### src/rtl/alu_pkg.sv
// Shared definitions for the sequential ALU: opcode encodings, flag bit
// positions inside the 4-bit flag vector, and a helper that assembles that
// vector from its individual bits.
package alu_pkg;

  localparam logic [3:0] OP_AND = 4'h0;
  localparam logic [3:0] OP_OR  = 4'h1;
  localparam logic [3:0] OP_XOR = 4'h2;
  localparam logic [3:0] OP_NOT = 4'h3;
  localparam logic [3:0] OP_ADD = 4'h4;
  localparam logic [3:0] OP_ADC = 4'h5;
  localparam logic [3:0] OP_SUB = 4'h6;
  localparam logic [3:0] OP_SBC = 4'h7;
  localparam logic [3:0] OP_SHL = 4'h8;
  localparam logic [3:0] OP_SHR = 4'h9;
  localparam logic [3:0] OP_SAR = 4'hA;
  localparam logic [3:0] OP_MUL = 4'hB;

  localparam int FLG_N = 0;
  localparam int FLG_V = 1;
  localparam int FLG_Z = 2;
  localparam int FLG_C = 3;

  typedef logic [3:0] flg_t;

  function automatic flg_t pack_flags(input logic c, input logic z,
                                      input logic v, input logic n);
    flg_t f;
    f        = '0;
    f[FLG_C] = c;
    f[FLG_Z] = z;
    f[FLG_V] = v;
    f[FLG_N] = n;
    return f;
  endfunction

endpackage

### src/rtl/alu_mul_seq.sv
// Sequential shift-add unsigned multiplier, one partial product per cycle.
//   clk, rst  : clock, asynchronous active-high reset
//   start     : latch a/b and begin (ignored while busy)
//   a, b      : WIDTH-bit operands
//   busy      : multiplication in progress
//   done      : high during the last step; product is valid in that cycle
//   product   : 2*WIDTH-bit running sum including the current step
module alu_mul_seq #(
  parameter int WIDTH = 8
) (
  input  logic               clk,
  input  logic               rst,
  input  logic               start,
  input  logic [WIDTH-1:0]   a,
  input  logic [WIDTH-1:0]   b,
  output logic               busy,
  output logic               done,
  output logic [2*WIDTH-1:0] product
);

  localparam int CW = $clog2(WIDTH);

  logic [2*WIDTH-1:0] acc;
  logic [2*WIDTH-1:0] mcand;
  logic [WIDTH-1:0]   mplier;
  logic [CW-1:0]      cnt;

  // The step's sum is exposed combinationally so the parent can register the
  // final result on the same edge that retires the last step.
  assign product = acc + (mplier[0] ? mcand : '0);
  assign done    = busy && (cnt == CW'(WIDTH - 1));

  // NOTE: state uses non-blocking assignments so every register samples the
  // pre-edge values of the others, independent of statement order.
  always_ff @(posedge clk or posedge rst) begin
    if (rst) begin
      acc    <= '0;
      mcand  <= '0;
      mplier <= '0;
      cnt    <= '0;
      busy   <= 1'b0;
    end else if (start && !busy) begin
      acc    <= '0;
      mcand  <= {{WIDTH{1'b0}}, a};
      mplier <= b;
      cnt    <= '0;
      busy   <= 1'b1;
    end else if (busy) begin
      acc    <= product;
      mcand  <= mcand << 1;
      mplier <= mplier >> 1;
      cnt    <= cnt + CW'(1);
      if (done) busy <= 1'b0;
    end
  end

endmodule

### src/rtl/alu_seq.sv
// Handshaked sequential ALU with registered result and persistent NZVC flags.
//   clk, rst            : clock, asynchronous active-high reset
//   in_valid, in_ready  : operand/op handshake
//   op, a, b            : opcode, operands (shift amount in b[SHW-1:0])
//   out_valid, out_ready: result handshake
//   res, flg            : registered result and flags {C,Z,V,N}
//   busy                : multiply in progress
module alu_seq
  import alu_pkg::*;
#(
  parameter int WIDTH  = 8,
  parameter int MUL_EN = 1,
  parameter int SHW    = $clog2(WIDTH)
) (
  input  logic             clk,
  input  logic             rst,
  input  logic             in_valid,
  output logic             in_ready,
  input  logic [3:0]       op,
  input  logic [WIDTH-1:0] a,
  input  logic [WIDTH-1:0] b,
  output logic             out_valid,
  input  logic             out_ready,
  output logic [WIDTH-1:0] res,
  output flg_t             flg,
  output logic             busy
);

  logic             accept;
  logic             is_mul;
  logic [SHW-1:0]   sh;
  logic             mul_busy;
  logic             mul_done;
  logic [2*WIDTH-1:0] mul_product;
  logic             mul_hi;
  flg_t             mul_flg;

  logic [WIDTH-1:0] alu_res;
  logic             alu_c;
  logic             alu_v;
  flg_t             alu_flg;
  logic [WIDTH-1:0] b_eff;
  logic             cin;
  logic [WIDTH:0]   sum;
  logic [WIDTH:0]   shl_w;
  logic [WIDTH:0]   shr_w;

  assign sh       = b[SHW-1:0];
  assign is_mul   = (MUL_EN != 0) && (op == OP_MUL);
  assign busy     = mul_busy;
  assign in_ready = !mul_busy && (!out_valid || out_ready);
  assign accept   = in_valid && in_ready;

  generate
    if (MUL_EN != 0) begin : gen_mul
      alu_mul_seq #(.WIDTH(WIDTH)) u_mul (
        .clk     (clk),
        .rst     (rst),
        .start   (accept && is_mul),
        .a       (a),
        .b       (b),
        .busy    (mul_busy),
        .done    (mul_done),
        .product (mul_product)
      );
    end else begin : gen_no_mul
      assign mul_busy    = 1'b0;
      assign mul_done    = 1'b0;
      assign mul_product = '0;
    end
  endgenerate

  assign mul_hi  = |mul_product[2*WIDTH-1:WIDTH];
  assign mul_flg = pack_flags(mul_hi, mul_product[WIDTH-1:0] == '0, mul_hi,
                              mul_product[WIDTH-1]);

  // Single-cycle datapath. The defaults describe the reserved opcodes
  // (pass a, keep C/V); a shift by zero also keeps those defaults for res/C.
  // NOTE: every signal written here gets a default first so no latch is inferred.
  always_comb begin
    alu_res = a;
    alu_c   = flg[FLG_C];
    alu_v   = flg[FLG_V];
    b_eff   = b;
    cin     = 1'b0;
    sum     = '0;
    shl_w   = '0;
    shr_w   = '0;
    case (op)
      OP_AND: begin alu_res = a & b; alu_v = 1'b0; end
      OP_OR:  begin alu_res = a | b; alu_v = 1'b0; end
      OP_XOR: begin alu_res = a ^ b; alu_v = 1'b0; end
      OP_NOT: begin alu_res = ~a;    alu_v = 1'b0; end
      OP_ADD, OP_ADC, OP_SUB, OP_SBC: begin
        b_eff = (op == OP_SUB || op == OP_SBC) ? ~b : b;
        // ADC/SBC chain on the stored carry, which already reflects the
        // op retired on the previous edge.
        cin   = (op == OP_ADD) ? 1'b0 : (op == OP_SUB) ? 1'b1 : flg[FLG_C];
        sum   = {1'b0, a} + {1'b0, b_eff} + {{WIDTH{1'b0}}, cin};
        alu_res = sum[WIDTH-1:0];
        alu_c   = sum[WIDTH];
        alu_v   = (a[WIDTH-1] == b_eff[WIDTH-1]) && (sum[WIDTH-1] != a[WIDTH-1]);
      end
      // Shifts run one bit wider so the last bit shifted out lands in the
      // extra position and becomes C.
      OP_SHL: begin
        alu_v = 1'b0;
        if (sh != '0) begin
          shl_w   = {1'b0, a} << sh;
          alu_res = shl_w[WIDTH-1:0];
          alu_c   = shl_w[WIDTH];
        end
      end
      OP_SHR: begin
        alu_v = 1'b0;
        if (sh != '0) begin
          shr_w   = {a, 1'b0} >> sh;
          alu_res = shr_w[WIDTH:1];
          alu_c   = shr_w[0];
        end
      end
      OP_SAR: begin
        alu_v = 1'b0;
        if (sh != '0) begin
          shr_w   = $unsigned($signed({a, 1'b0}) >>> sh);
          alu_res = shr_w[WIDTH:1];
          alu_c   = shr_w[0];
        end
      end
      default: ;
    endcase
    alu_flg = pack_flags(alu_c, alu_res == '0, alu_v, alu_res[WIDTH-1]);
  end

  // Result register. A multiply cannot finish in a cycle that accepts,
  // because in_ready is low while the multiplier is busy.
  always_ff @(posedge clk or posedge rst) begin
    if (rst) begin
      res       <= '0;
      flg       <= '0;
      out_valid <= 1'b0;
    end else if (mul_done) begin
      res       <= mul_product[WIDTH-1:0];
      flg       <= mul_flg;
      out_valid <= 1'b1;
    end else if (accept && !is_mul) begin
      res       <= alu_res;
      flg       <= alu_flg;
      out_valid <= 1'b1;
    end else if (out_valid && out_ready) begin
      out_valid <= 1'b0;
    end
  end

endmodule

### config.mk
export PLATFORM = sky130hd
export DESIGN_NAME = alu_seq
export DESIGN_NICKNAME = d
export VERILOG_FILES = /design/src/rtl/alu_pkg.sv /design/src/rtl/alu_mul_seq.sv /design/src/rtl/alu_seq.sv
export SDC_FILE = /design/constraint.sdc
export NUM_CORES = 1
export LEC_CHECK = 0
export CAP_MARGIN = 25
export CORE_MARGIN = 1
export CORE_UTILIZATION = 55
export CTS_BUF_LIST = sky130_fd_sc_hd__clkbuf_8
export DETAILED_ROUTE_END_ITERATION = 10
export PLACE_DENSITY = 0.73
export RECOVER_POWER = 100
export SLEW_MARGIN = 10
export SYNTH_ARGS = -nofsm -noshare
export SYNTH_HDL_FRONTEND = slang
export SYNTH_SLANG_ARGS = --single-unit
### constraint.sdc
create_clock -name clk -period 3.8 [get_ports clk]
set_input_delay 0.57 -clock clk [delete_from_list [all_inputs] [get_ports clk]]
set_output_delay 0.57 -clock clk [all_outputs]
set_load 0.005 [all_outputs]
; ---- Word level (Yosys, flattened, before mapping)
; Cells that the tools add are included.
[word_totals]
ff_bits = 57
in_bits = 24
out_inout_bits = 15
[op_classes]
addsub = 4
eq_ne = 17
n_shift = 3
mux = 31
bitwise = 5
n_reduce_logical = 27
[op_table]
columns = cell, count
row1 = $mux W16, 5
row2 = $mux W8, 8
row3 = $pmux W8 S8, 1
row4 = $add A16 B16 Y16, 1
row5 = $eq A4 B3 Y1 const B, 4
row6 = $eq A4 B4 Y1 const B, 4
row7 = $logic_not A8 Y1, 2
row8 = $not A8 Y8, 2
row9 = $mux W1, 11
row10 = $add A8 B8 Y9, 1
row11 = $add A9 B1 Y9, 1
row12 = $ne A3 B2 Y1 const B, 3
row13 = $reduce_bool A3 Y1, 3
row14 = $shl A8 B3 Y9, 1
row15 = $shr A9 B3 Y9, 1
row16 = $sshr A9 B3 Y9, 1
row17 = $and A8 B8 Y8, 1
row18 = $eq A4 B2 Y1 const B, 2
row19 = $logic_and A1 B1 Y1, 8
row20 = $mux W4, 2
row21 = $or A8 B8 Y8, 1
row22 = $reduce_or A8 Y1, 1
row23 = $xor A8 B8 Y8, 1
row24 = $reduce_or A7 Y1, 1
row25 = 16 further kinds, 21

; ---- Depth between registers and ports, before layout
; Gate-level depths: netlist of the first run.
[depth]
depth_word = 10
depth_mapped = 16

; ---- Cells and area by module
; From an unflattened synthesis of the first run, not the netlist that was laid out.
[unflattened]
cells_unflattened = 646
area_unflattened_um2 = 5355.1
[by_module_without_submodules]
columns = module, instances, cells_per_inst, area_each_um2, seq_area_each_um2
row1 = alu_mul_seq, 1, 295, 2732.6, 1101.1
row2 = alu_seq, 1, 351, 2622.5, 300.3

; ---- Least setup slack after synthesis of the first run
; No wires, ideal clock.
[synth_path]
path_kind = input port to flip-flop
startpoint = input op[3]
endpoint = register flg[2]
setup_ps = 120
arrival_ps = 3576
required_ps = 3680
path_slack_ps = 104
cell_stages = 15
n_path_buf = 1
path_cell_list = clkbuf_1 -> nor2_1 -> nand2_1 -> xnor2_1 -> fa_1 -> inv_1 -> fa_1 -> nor2b_1 -> o21a_1 -> o21ai_0 -> or3b_2 -> a21oi_1 -> o32ai_1 -> nor4bb_1 -> a31o_1
[synth_via]
elab_chain_len = 9
word_cells_on_any_way = 26
[synth_lines]
columns = element, line
row1 = "start, declared", alu_seq.sv:19  ; input logic [3:0] op,
row2 = "$eq A4 B3 Y1, on equally long branches", "alu_seq.sv:89, alu_seq.sv:95, alu_seq.sv:98"
row3 = $logic_or A1 B1 Y1, alu_seq.sv:95  ; b_eff = (op == OP_SUB || op == OP_SBC) ? ~b : b;
row4 = $mux W8, alu_seq.sv:95
row5 = $add A8 B8 Y9, alu_seq.sv:99  ; sum = {1'b0, a} + {1'b0, b_eff} + {{WIDTH{1'b0}}, cin};
row6 = $add A9 B1 Y9, alu_seq.sv:99
row7 = $pmux W8 S8, alu_seq.sv:89  ; case (op)
row8 = $logic_not A8 Y1, alu_seq.sv:132  ; alu_flg = pack_flags(alu_c, alu_res == '0, alu_v, alu_res[WIDTH-1]);
row9 = $mux W4, alu_seq.sv:146  ; end else if (accept && !is_mul) begin
row10 = $mux W4, alu_seq.sv:142  ; end else if (mul_done) begin
row11 = "end signal, assigned", alu_seq.sv:144  ; flg <= mul_flg;
row12 = "end signal, assigned", alu_seq.sv:148  ; flg <= alu_flg;
row13 = "end, declared", alu_seq.sv:25  ; output flg_t flg,
; Several ways; a longest one is shown, not always the timed one. The select of a mux whose other input is x is not followed.
; A chain may end at the register's enable or synchronous reset.

; ---- Worst setup path in the final report of the first run
[layout_path]
startpoint = register gen_mul.u_mul.mplier[0]
endpoint = register flg[1]
[layout_via]
elab_chain_len = 4
[layout_lines]
columns = element, line
row1 = "start, declared", alu_mul_seq.sv:25  ; logic [WIDTH-1:0] mplier;
row2 = "start signal, assigned", alu_mul_seq.sv:51  ; mplier <= mplier >> 1;
row3 = $mux W16, alu_mul_seq.sv:30  ; assign product = acc + (mplier[0] ? mcand : '0);
row4 = $add A16 B16 Y16, alu_mul_seq.sv:30
row5 = $reduce_or A8 Y1, alu_seq.sv:73  ; assign mul_hi = |mul_product[2*WIDTH-1:WIDTH];
row6 = $mux W4, alu_seq.sv:142
; Every way passes these cells.

==> results of run 1 <==
## cell usage after synthesis (5+ instances only)
cell type,count
mux4_2,5
a22oi_1,14
xor2_1,6
clkbuf_1,21
o211ai_1,7
o21a_1,5
o21ai_0,48
buf_2,10
and3_1,6
xnor2_1,16
and2_1,17
o31ai_1,5
inv_1,34
a211oi_1,7
dfrtp_1,56
ha_1,41
nor3_1,17
nor2_1,48
nand2b_1,6
nand4_1,5
a31oi_1,7
mux2_2,7
nand2_1,76
a21oi_1,39
o22ai_1,5
nand3_1,10
mux2i_1,26
a21o_1,8
## cell type report
| type | count | area [um2] | share of cell area [%] |
|---|---|---|---|
| multi-input cells | 496 | 3420 | 58.7 |
| flip-flops and latches | 56 | 1400 | 24.1 |
| repair buffers | 78 | 659 | 11.3 |
| well taps | 108 | 135 | 2.32 |
| inverters | 35 | 131 | 2.26 |
| clock buffers | 5 | 68.8 | 1.18 |
| clock inverters | 3 | 12.5 | 0.215 |
## worst paths after layout
kind,startpoint,to
setup / recovery,gen_mul.u_mul.mplier[0],flg[1]
hold / removal,gen_mul.u_mul.mplier[6],gen_mul.u_mul.mplier[6]
setup reg to reg,gen_mul.u_mul.mplier[0],flg[1]
hold reg to reg,gen_mul.u_mul.mplier[6],gen_mul.u_mul.mplier[6]
max in group asynchronous,rst,gen_mul.u_mul.mcand[3]
min in group asynchronous,rst,gen_mul.u_mul.mcand[14]
## metrics by stage
| stage | cell area, um2 | instances | hold slack [ns] |
|---|---|---|---|
| after floorplan | 5130 | 626 | 0.446 |
| after global placement | 5760 | 773 | 0.459 |
| after detailed placement | 5760 | 773 | 0.464 |
| after CTS | 5840 | 781 | 0.488 |
| after global routing | 5830 | 781 | 0.523 |
| final | 5830 | 781 | 0.490 |
## logic make-up after synthesis
kind of cell,count (synthesis)
simple gates,207
compound gates,185
buf+inv,74
flops,56
fa+ha+maj,44
mux,38
xor+xnor,22
## what timing repair did
action	in CTS	in global routing
buffers inserted	0	0
gates resized for setup	0	2
endpoints found under the setup margin	0	1
endpoints found under the hold margin	0	0
## critical path: cells and delay by family, from the launching register on
kind / cells / cell delay (ns)
flops: 1 / 0.56
simple gates: 4 / 1.32
compound gates: 5 / 0.92
fa+ha+maj: 2 / 0.66
## registers in the layout, summed over array words and instances, names as in the netlist
register              cells
gen_mul.u_mul.acc        16
gen_mul.u_mul.mcand      16
gen_mul.u_mul.mplier      8
res                       7
flg                       4
gen_mul.u_mul.cnt         3
gen_mul.u_mul.busy        1
out_valid                 1
## report_power, final
group	internal, mW	switching, mW	leakage (nW)
sequential	0.836	0.204	0.720
combinational	0.688	0.865	1.94
clock	0.125	0.196	0.0505
## layer usage
metal / vias up / GRT usage, % / wire length, um
met4: 0 / 5.40 / 150
met5: - / 0 / 0
met1: 2372 / 44.2 / 6680
met3: 20 / 5.46 / 1240
met2: 214 / 51.7 / 6690
li1: 2350 / - / -
==> flow_summary_export.csv, run 1 <==
group,metric,value,unit
placed_design,hpwl,11.3,mm
global_routing,grt_pass1_wl,24.2,mm
clocking,postCtsHoldBufs,0,
global_routing,gr-total-overflow,0,
worst_setup_path,path_cells,"and2_0 > ha_1 > fa_1 > a21oi_1 > o211ai_1 > o2111ai_1 > a21o_1 > o311ai_0 > or3_1 > nor4_1 > nor2_1",
synth,synth_compound_gate_area_share,23.6,%
layout,drive_gt1_share,9.51,%
placed_design,gp_congestion,0.983,
sta,skew,0.00895,ns
synth,ys.flop_type,"dfrtp_1",
die,die-area,9720,um2
status,failed_checks,"capacitance limit, slew limit",
worst_setup_path,required,3.98,ns
placed_design,post-place-ws,-0.0614,ns
routing,route.detailed.drc,0,
synth,yosysTopAreaCell,"dfrtp_1",
synth,yosys.area_share.simple,19.2,%
synth,synthMuxAreaShare,8.81,%
synth,synth.distinct_cells,71,
synth,synth_area_leaders,"dfrtp_1 (27%), ha_1 (10%), nand2_1 (5.6%)",
min_path,whs_path_depth,2,
routing,vias_per_cell,6.35,
synth,seq_area_frac_synth,27.3,%
global_routing,antenna_found_initial,0,
layout,final_cell_mix,"nand2_1 (76), dfrtp_1 (56), o21ai_0 (48), nor2_1 (48), ha_1 (41)",
worst_setup_path,rrSetupSlack,0.20,ns
sta,max_freq,0.278,GHz
die,initial_core_util,57.7,%
clocking,cts_tree,"yes",
sta,rsz0062_at_grt,"no",
routing,wl,14.8,mm
sta,fin_crit_sh,94.7,%
routing,antenna_left,0,
clocking,clk_latency,0.31,ns
sta,worstMarginPinSlew,1.54,ns
sta,finalSetupViolations,0,
synth,synthAdderAreaFrac,11.2,%
synth,synth_top_family_by_area,"compound AO/OA/AOI/OAI gates",
die,ioPinCount,39,
die,die_h,98.6,um
worst_setup_path,crit_path_end_kind,"flip-flop",
status,outcome,"finished with violations",
layout,nets,740,
pwr,powerDensity,500,nW/um2
die,row_count,34,
sta,slew_viol_final,35,
global_routing,grt_max_degree,39,
clocking,path_clk_slew,0.10,ns
min_path,hold_class,"reg -> reg",
worst_setup_path,cpMaxStageDelayCell,"dfrtp_1",
synth,syn_area_per_cell,8.19,um2
synth,synth_xor_area_share,3.76,%
routing,wl_per_cell,18.9,um
layout,final_common_cell,"nand2_1",
synth,syn-instance-count,626,
clocking,cts_buffers,5,
clocking,cts_sinks,56,
pwr,leakage,2.71,nW
layout,num-fill-cells,763,
routing,vias,4956,
sta,finalCriticalPeriod,3.60,ns
worst_setup_path,path_class,"reg -> reg",
worst_setup_path,crit_arrival,3.77,ns
sta,relSlewSlack,-2.71,%
global_routing,grt_pass1_vias,4793,
clocking,root_buffer,"clkbuf_8",
die,coreArea,8890,um2
routing,first_iter_violations,366,
synth,ys_async_sr_fraction,100,%
sta,hold_violations,0,
synth,syn-num-nets,694,
layout,final_util,65.5,%
layout,area_delta_synth_final,13.6,%
run,maxCapViolCount,1,
worst_setup_path,slowest_delay,0.56,ns
sta,timing.final.ws_setup,0.201,ns
synth,synth_top_area_share,27.3,%
synth,synth-edff-count,0,
clocking,clk_path_buf_depth,2,
worst_setup_path,path_max_fanout,17,
worst_setup_path,start_kind,"flip-flop",
worst_setup_path,ff2ff_path_depth,11,
clocking,htree_num_levels,2,
pwr,peakVddDrop,0.353,mV
sta,fin_setup_tns,0,ns
global_routing,grt_use_total,31.5,%
pwr,p_total,2.91,mW
synth,synth.cell_area,5130,um2
die,dieWidth,98.6,um
layout,antenna_cells,0,
placed_design,io_buffer_count,38,
synth,ys_ff_latch,56,
routing,first_pass_iters,5,
synth,ys_warn_count,0,
(Power assumes the default switching activity.)
==> run 2, diff against run 1 <==
--- a/config.mk
+++ b/config.mk
@@ -10,7 +10,8 @@
 export CORE_UTILIZATION = 55
 export CTS_BUF_LIST = sky130_fd_sc_hd__clkbuf_8
 export DETAILED_ROUTE_END_ITERATION = 10
-export PLACE_DENSITY = 0.73
+export MAX_ROUTING_LAYER = met4
+export PLACE_DENSITY = 0.76
 export RECOVER_POWER = 100
 export SLEW_MARGIN = 10
 export SYNTH_ARGS = -nofsm -noshare
==> run 2 against run 1 <==
Against the previous run:
- the run now ends clean
- worst setup slack gained 0.00095 ns
- sequential power is essentially flat
- cell count shrank 0.26%
- non-clock buffer count decreased by 2
- total power increased by 0.63%
- sequential share of layout area barely moved
- register-to-register slack improved by 0.21 ns
- maximum frequency about the same
- critical path type is now in -> reg
- largest cell class unchanged
- largest power group unchanged
==> flow_summary_export.csv, run 2 (synthesis gave the netlist of run 1 again) <==
group,metric,value,unit
sta,fin_crit_sh,94.7,%
die,row_count,34,
placed_design,place_area,5750,um2
clocking,cts_buffers,5,
placed_design,gp_congestion,0.899,
min_path,whs_path_depth,2,
global_routing,grt_max_degree,53,
placed_design,io_buffer_count,38,
routing,wl,14.8,mm
min_path,hold_end,"gen_mul.u_mul.mplier[5]",
layout,final_cell_mix,"nand2_1 (76), dfrtp_1 (55), o21ai_0 (48), nor2_1 (47), ha_1 (41)",
layout,reg_top3,"gen_mul.u_mul.acc (16), gen_mul.u_mul.mcand (16), gen_mul.u_mul.mplier (8)",
clocking,clk_path_buf_depth,2,
worst_setup_path,path_class,"in -> reg",
clocking,clk_latency,0.31,ns
global_routing,antenna_found_initial,0,
routing,wl_per_cell,18.9,um
min_path,min_from,"gen_mul.u_mul.mplier[5]",
clocking,cts_resized,0,
die,ioPinCount,39,
placed_design,post-place-ws,-0.192,ns
worst_setup_path,required,4.01,ns
clocking,path_clk_slew,0.10,ns
global_routing,gr-total-overflow,0,
die,initial_core_util,57.7,%
placed_design,hpwl,11.4,mm
clocking,root_buffer,"clkbuf_8",
sta,timing.final.ws_setup,0.202,ns
global_routing,grt_pass1_wl,24.3,mm
sta,finalCriticalPeriod,3.60,ns
placed_design,place_inst,771,
clocking,htree_num_levels,2,
min_path,hold_class,"reg -> reg",
routing,route.detailed.drc,0,
sta,finalSetupViolations,0,
worst_setup_path,crit_path_end_kind,"flip-flop",
sta,fin_setup_tns,0,ns
sta,slew_viol_final,0,
sta,hold_violations,0,
clocking,cts_sinks,56,
clocking,post_cts_buffers,0,
layout,final_common_cell,"nand2_1",
worst_setup_path,rr_endpoint,"flg[1]",
run,maxCapViolCount,0,
layout,final_cell_area,5830,um2
die,coreArea,8890,um2
layout,area_delta_synth_final,13.7,%
sta,relSlewSlack,12.8,%
pwr,powerDensity,503,nW/um2
routing,first_iter_violations,345,
global_routing,grt_pass1_vias,4672,
die,die_h,98.6,um
sta,skew,0.0150,ns
worst_setup_path,ff2ff_path_depth,10,
layout,nets,738,
die,die-area,9720,um2
worst_setup_path,start_kind,"input pin",
routing,vias_per_cell,6.35,
layout,antenna_cells,0,
clocking,cts_tree,"yes",
sta,worstMarginPinSlew,1.31,ns
sta,max_freq,0.278,GHz
routing,vias,4945,
worst_setup_path,crit_arrival,3.81,ns
pwr,peakVddDrop,0.326,mV
routing,antenna_left,0,
layout,instances_no_fill,779,
clocking,postCtsHoldBufs,0,
routing,first_pass_iters,5,
status,outcome,"complete, no violations",
global_routing,grt_use_total,32.6,%
sta,whs,0.490,ns
worst_setup_path,rrSetupSlack,0.41,ns
worst_setup_path,timing.rr.start,"gen_mul.u_mul.mplier[0]",
worst_setup_path,path_max_fanout,4,
layout,drive_gt1_share,10.3,%
sta,rsz0062_at_grt,"no",
die,dieWidth,98.6,um
pwr,leakage,2.70,nW
[run 2: worst max path at each step]
stage,from,end,slack (ns),depth (start not counted)
2_1_floorplan,op[3],flg[2],0.10,15
3_3_place_gp,op[2],flg[2],-0.02,16
3_5_place_dp,op[2],flg[2],-0.19,16
4_1_cts,op[2],flg[2],0.13,16
5_1_grt,op[2],flg[2],0.02,16
6_report,op[3],flg[2],0.20,16
[run 2: critical path, stage by stage]
cell and delay [ns]:
clkdlybuf4s50_1 0.57, inv_1 0.08, nand2_1 0.11, o21ai_0 0.10, o31ai_2 0.10, fa_2 0.27
inv_1 0.06, fa_1 0.39, nor2b_1 0.15, o21a_1 0.15, o21ai_0 0.10, or3b_2 0.49
a21oi_2 0.17, o32ai_1 0.12, nor4bb_1 0.15, a31o_1 0.24
[run 2: cell type report]
| class | instances | area, um2 |
|---|---|---|
| Clock inverter | 3 | 16.3 |
| Inverter | 35 | 131 |
| Timing Repair Buffer | 76 | 649 |
| Tap cell | 108 | 135 |
| Fill cell | 794 | 3060 |
| Sequential cell | 56 | 1400 |
| Multi-Input combinational cell | 496 | 3430 |
| Clock buffer | 5 | 68.8 |
[run 2: per-layer routing]
| metal | part of all wire [%] | global-route usage (%) | vias up | routed length [um] |
|---|---|---|---|---|
| li1 | - | - | 2351 | - |
| met1 | 45 | 46.7 | 2333 | 6700 |
| met2 | 45 | 49.3 | 235 | 6590 |
| met3 | 8.3 | 4.82 | 26 | 1230 |
| met4 | 1.6 | 6.89 | 0 | 242 |
| met5 | 0 | - | - | 0 |
[run 2: where the power goes]
part           internal [mW]  switching [mW]
sequential             0.837           0.176
combinational          0.691           0.901
clock                  0.127           0.201
total                   1.65            1.28
[run 2: per-stage QoR]
stage	util (%)	power, mW
after floorplan	-	2.08
after global placement	64.6	2.54
after detailed placement	64.6	2.61
after CTS	65.6	2.94
after global routing	65.6	3.17
final	65.6	2.93
==> run 3, diff against run 2 <==
--- a/config.mk
+++ b/config.mk
@@ -5,6 +5,7 @@
 export SDC_FILE = /design/constraint.sdc
 export NUM_CORES = 1
 export LEC_CHECK = 0
+export ABC_AREA = 1
 export CAP_MARGIN = 25
 export CORE_MARGIN = 1
 export CORE_UTILIZATION = 55
==> run 3 against run 2 <==
Against the previous run:
- worst setup slack better by 0.24 ns
- via count increased by 9.8%
- critical path type unchanged
- synthesized cell count is 28% higher
- clock-buffer cell count unchanged
- area after synthesis grew 1.4%
- first-iteration DRC count down 16%
- sequential power is 4% lower
==> flow_summary_export.csv, run 3 <==
group,metric,value,unit
worst_setup_path,crit_arrival,3.61,ns
clocking,root_buffer,"clkbuf_8",
global_routing,gr-total-overflow,0,
synth,syn-num-nets,871,
die,initial_core_util,56.5,%
worst_setup_path,required,4.05,ns
die,row_count,35,
pwr,p_total,2.58,mW
pwr,powerDensity,445,nW/um2
synth,ys_top_cells_by_count,"nand2_1 (260), inv_1 (97), nand3_1 (82)",
sta,skew,0.00883,ns
sta,timing.final.ws_setup,0.440,ns
sta,finalSetupViolations,0,
synth,synth.cell_area,5200,um2
routing,route.detailed.drc,0,
sta,max_freq,0.298,GHz
clocking,cts_resized,0,
synth,ys_ff_latch,56,
sta,rsz0062_at_grt,"no",
routing,wl_per_cell,16.9,um
placed_design,io_buffer_count,38,
sta,whs,0.500,ns
run,maxCapViolCount,0,
synth,synth-edff-count,0,
sta,fin_crit_sh,88.4,%
global_routing,grt_pass1_vias,5219,
clocking,post_cts_buffers,0,
layout,final_common_cell,"nand2_1",
pwr,leakage,3.18,nW
pwr,peakVddDrop,0.335,mV
global_routing,grt_max_degree,33,
routing,vias,5429,
routing,wl,16.0,mm
synth,yosysTopAreaCell,"dfrtp_1",
clocking,cts_buffers,5,
die,ioPinCount,39,
worst_setup_path,ff2ff_path_depth,17,
sta,worstMarginPinSlew,1.41,ns
die,die_h,99.2,um
layout,antenna_cells,0,
die,die-area,9840,um2
worst_setup_path,timing.rr.start,"gen_mul.u_mul.mplier[0]",
layout,final_cell_mix,"nand2_1 (260), inv_1 (97), nand3_1 (82), nor2_1 (60), dfrtp_1 (56)",
clocking,postCtsHoldBufs,0,
worst_setup_path,crit_path_end_kind,"flip-flop",
routing,vias_per_cell,5.72,
die,dieWidth,99.2,um
worst_setup_path,start_kind,"input pin",
clocking,clk_latency,0.32,ns
worst_setup_path,rr_endpoint,"flg[1]",
status,outcome,"complete, no violations",
placed_design,hpwl,12.7,mm
layout,reg_top3,"gen_mul.u_mul.acc (16), gen_mul.u_mul.mcand (16), gen_mul.u_mul.mplier (8)",
layout,area_delta_synth_final,11.5,%
sta,relSlewSlack,6.14,%
sta,hold_violations,0,
clocking,cts_tree,"yes",
layout,final_util,63.0,%
clocking,path_clk_slew,0.10,ns
clocking,cts_sinks,56,
min_path,whs_path_depth,2,
sta,finalCriticalPeriod,3.36,ns
synth,ys_warn_count,0,
worst_setup_path,path_class,"in -> reg",
layout,drive_gt1_share,4.30,%
synth,ys_async_sr_fraction,100,%
worst_setup_path,path_max_fanout,7,
routing,first_pass_iters,5,
synth,ys.flop_type,"dfrtp_1",
synth,syn_area_per_cell,6.47,um2
clocking,htree_num_levels,2,
routing,first_iter_violations,289,
placed_design,post-place-ws,0.210,ns
synth,synth_area_leaders,"dfrtp_1 (27%), nand2_1 (19%), ha_1 (9.9%)",
synth,synth_top_area_share,27.0,%
global_routing,grt_use_total,34.7,%
min_path,hold_class,"reg -> reg",
routing,antenna_left,0,
min_path,min_from,"gen_mul.u_mul.acc[0]",
global_routing,grt_pass1_wl,25.9,mm
worst_setup_path,rrSetupSlack,0.84,ns
die,coreArea,9200,um2
synth,synth.distinct_cells,37,
sta,slew_viol_final,0,
clocking,clk_path_buf_depth,2,
synth,syn-instance-count,803,
global_routing,antenna_found_initial,0,
synth,seq_area_frac_synth,27.0,%
sta,fin_setup_tns,0,ns
layout,nets,905,
placed_design,gp_congestion,0.978,
min_path,hold_end,"gen_mul.u_mul.acc[0]",
synth,synth_most_common_cell,"nand2_1",
run 3: changes by cell type in the layout (fill, tap and decap cells not counted), sizes merged, moves of 10 or more:
cell / before / now
and2: 17 / 0
nand3: 10 / 82
xor2: 6 / 16
nor3: 18 / 4
a22oi: 14 / 4
a21oi: 40 / 30
nand2: 76 / 261
buf: 33 / 11
xnor2: 16 / 3
inv: 36 / 103
nor2: 48 / 65
mux2i: 26 / 0
run 3: critical path: stages:
cell and delay, ns:
dlygate4sd3_1 0.61, inv_2 0.12, nand2_1 0.09, inv_2 0.13, nand2_1 0.15, clkbuf_1 0.22
xor2_1 0.18, ha_1 0.39, nand2_1 0.07, inv_1 0.07, a21oi_1 0.07, or2_2 0.28
nand3_1 0.08, nand2_1 0.05, nor3_1 0.25, nand3_1 0.14, a21oi_2 0.12
run 3: how the worst max path moves through the flow:
stage,startpoint,to,slack [ns]
detailed placement,op[3],flg[2],0.21
finish,op[3],flg[2],0.44
global route,op[3],flg[2],0.12
global placement,op[3],flg[2],0.28
floorplan,op[3],flg[2],0.91
CTS,op[3],flg[2],0.53
run 3: layer usage:
layer	vias up	GRT usage [%]	share of wire, %
met4	0	14.4	3.6
li1	2687	-	-
met1	2492	42.0	42
met3	38	5.06	6.8
met2	212	58.0	47
met5	-	-	0
run 3: cells by family (layout without fill, tap and decap cells):
family	Yosys count	count (layout)	synth area share (%)
AND/OR/NAND/NOR	435	435	35.2
buffers and inverters	129	164	9.89
AO/OA/AOI/OAI	120	120	13.7
flip-flops	56	56	27.0
adder cells (fa/ha/maj)	44	44	11.0
XOR/XNOR	19	19	3.20
run 3: final cells by class:
| type | instances | area, um2 |
|---|---|---|
| repair buffers | 53 | 478 |
| flip-flops and latches | 56 | 1400 |
| multi-input cells | 618 | 3280 |
| fillers | 862 | 3400 |
| inverters | 103 | 387 |
| clock inverters | 3 | 42.5 |
| clock buffers | 5 | 68.8 |
| well taps | 111 | 139 |
run 3: power by group:
part           internal, mW  switching [mW]
registers             0.800           0.171
logic                 0.472           0.731
clock network         0.196           0.207
run 3: metrics by stage:
stage               instance area, um2  std cells
CTS                               5820        949
global placement                  5700        940
floorplan                         5200        803
detailed placement                5710        941
finish                            5790        949
global route                      5790        949
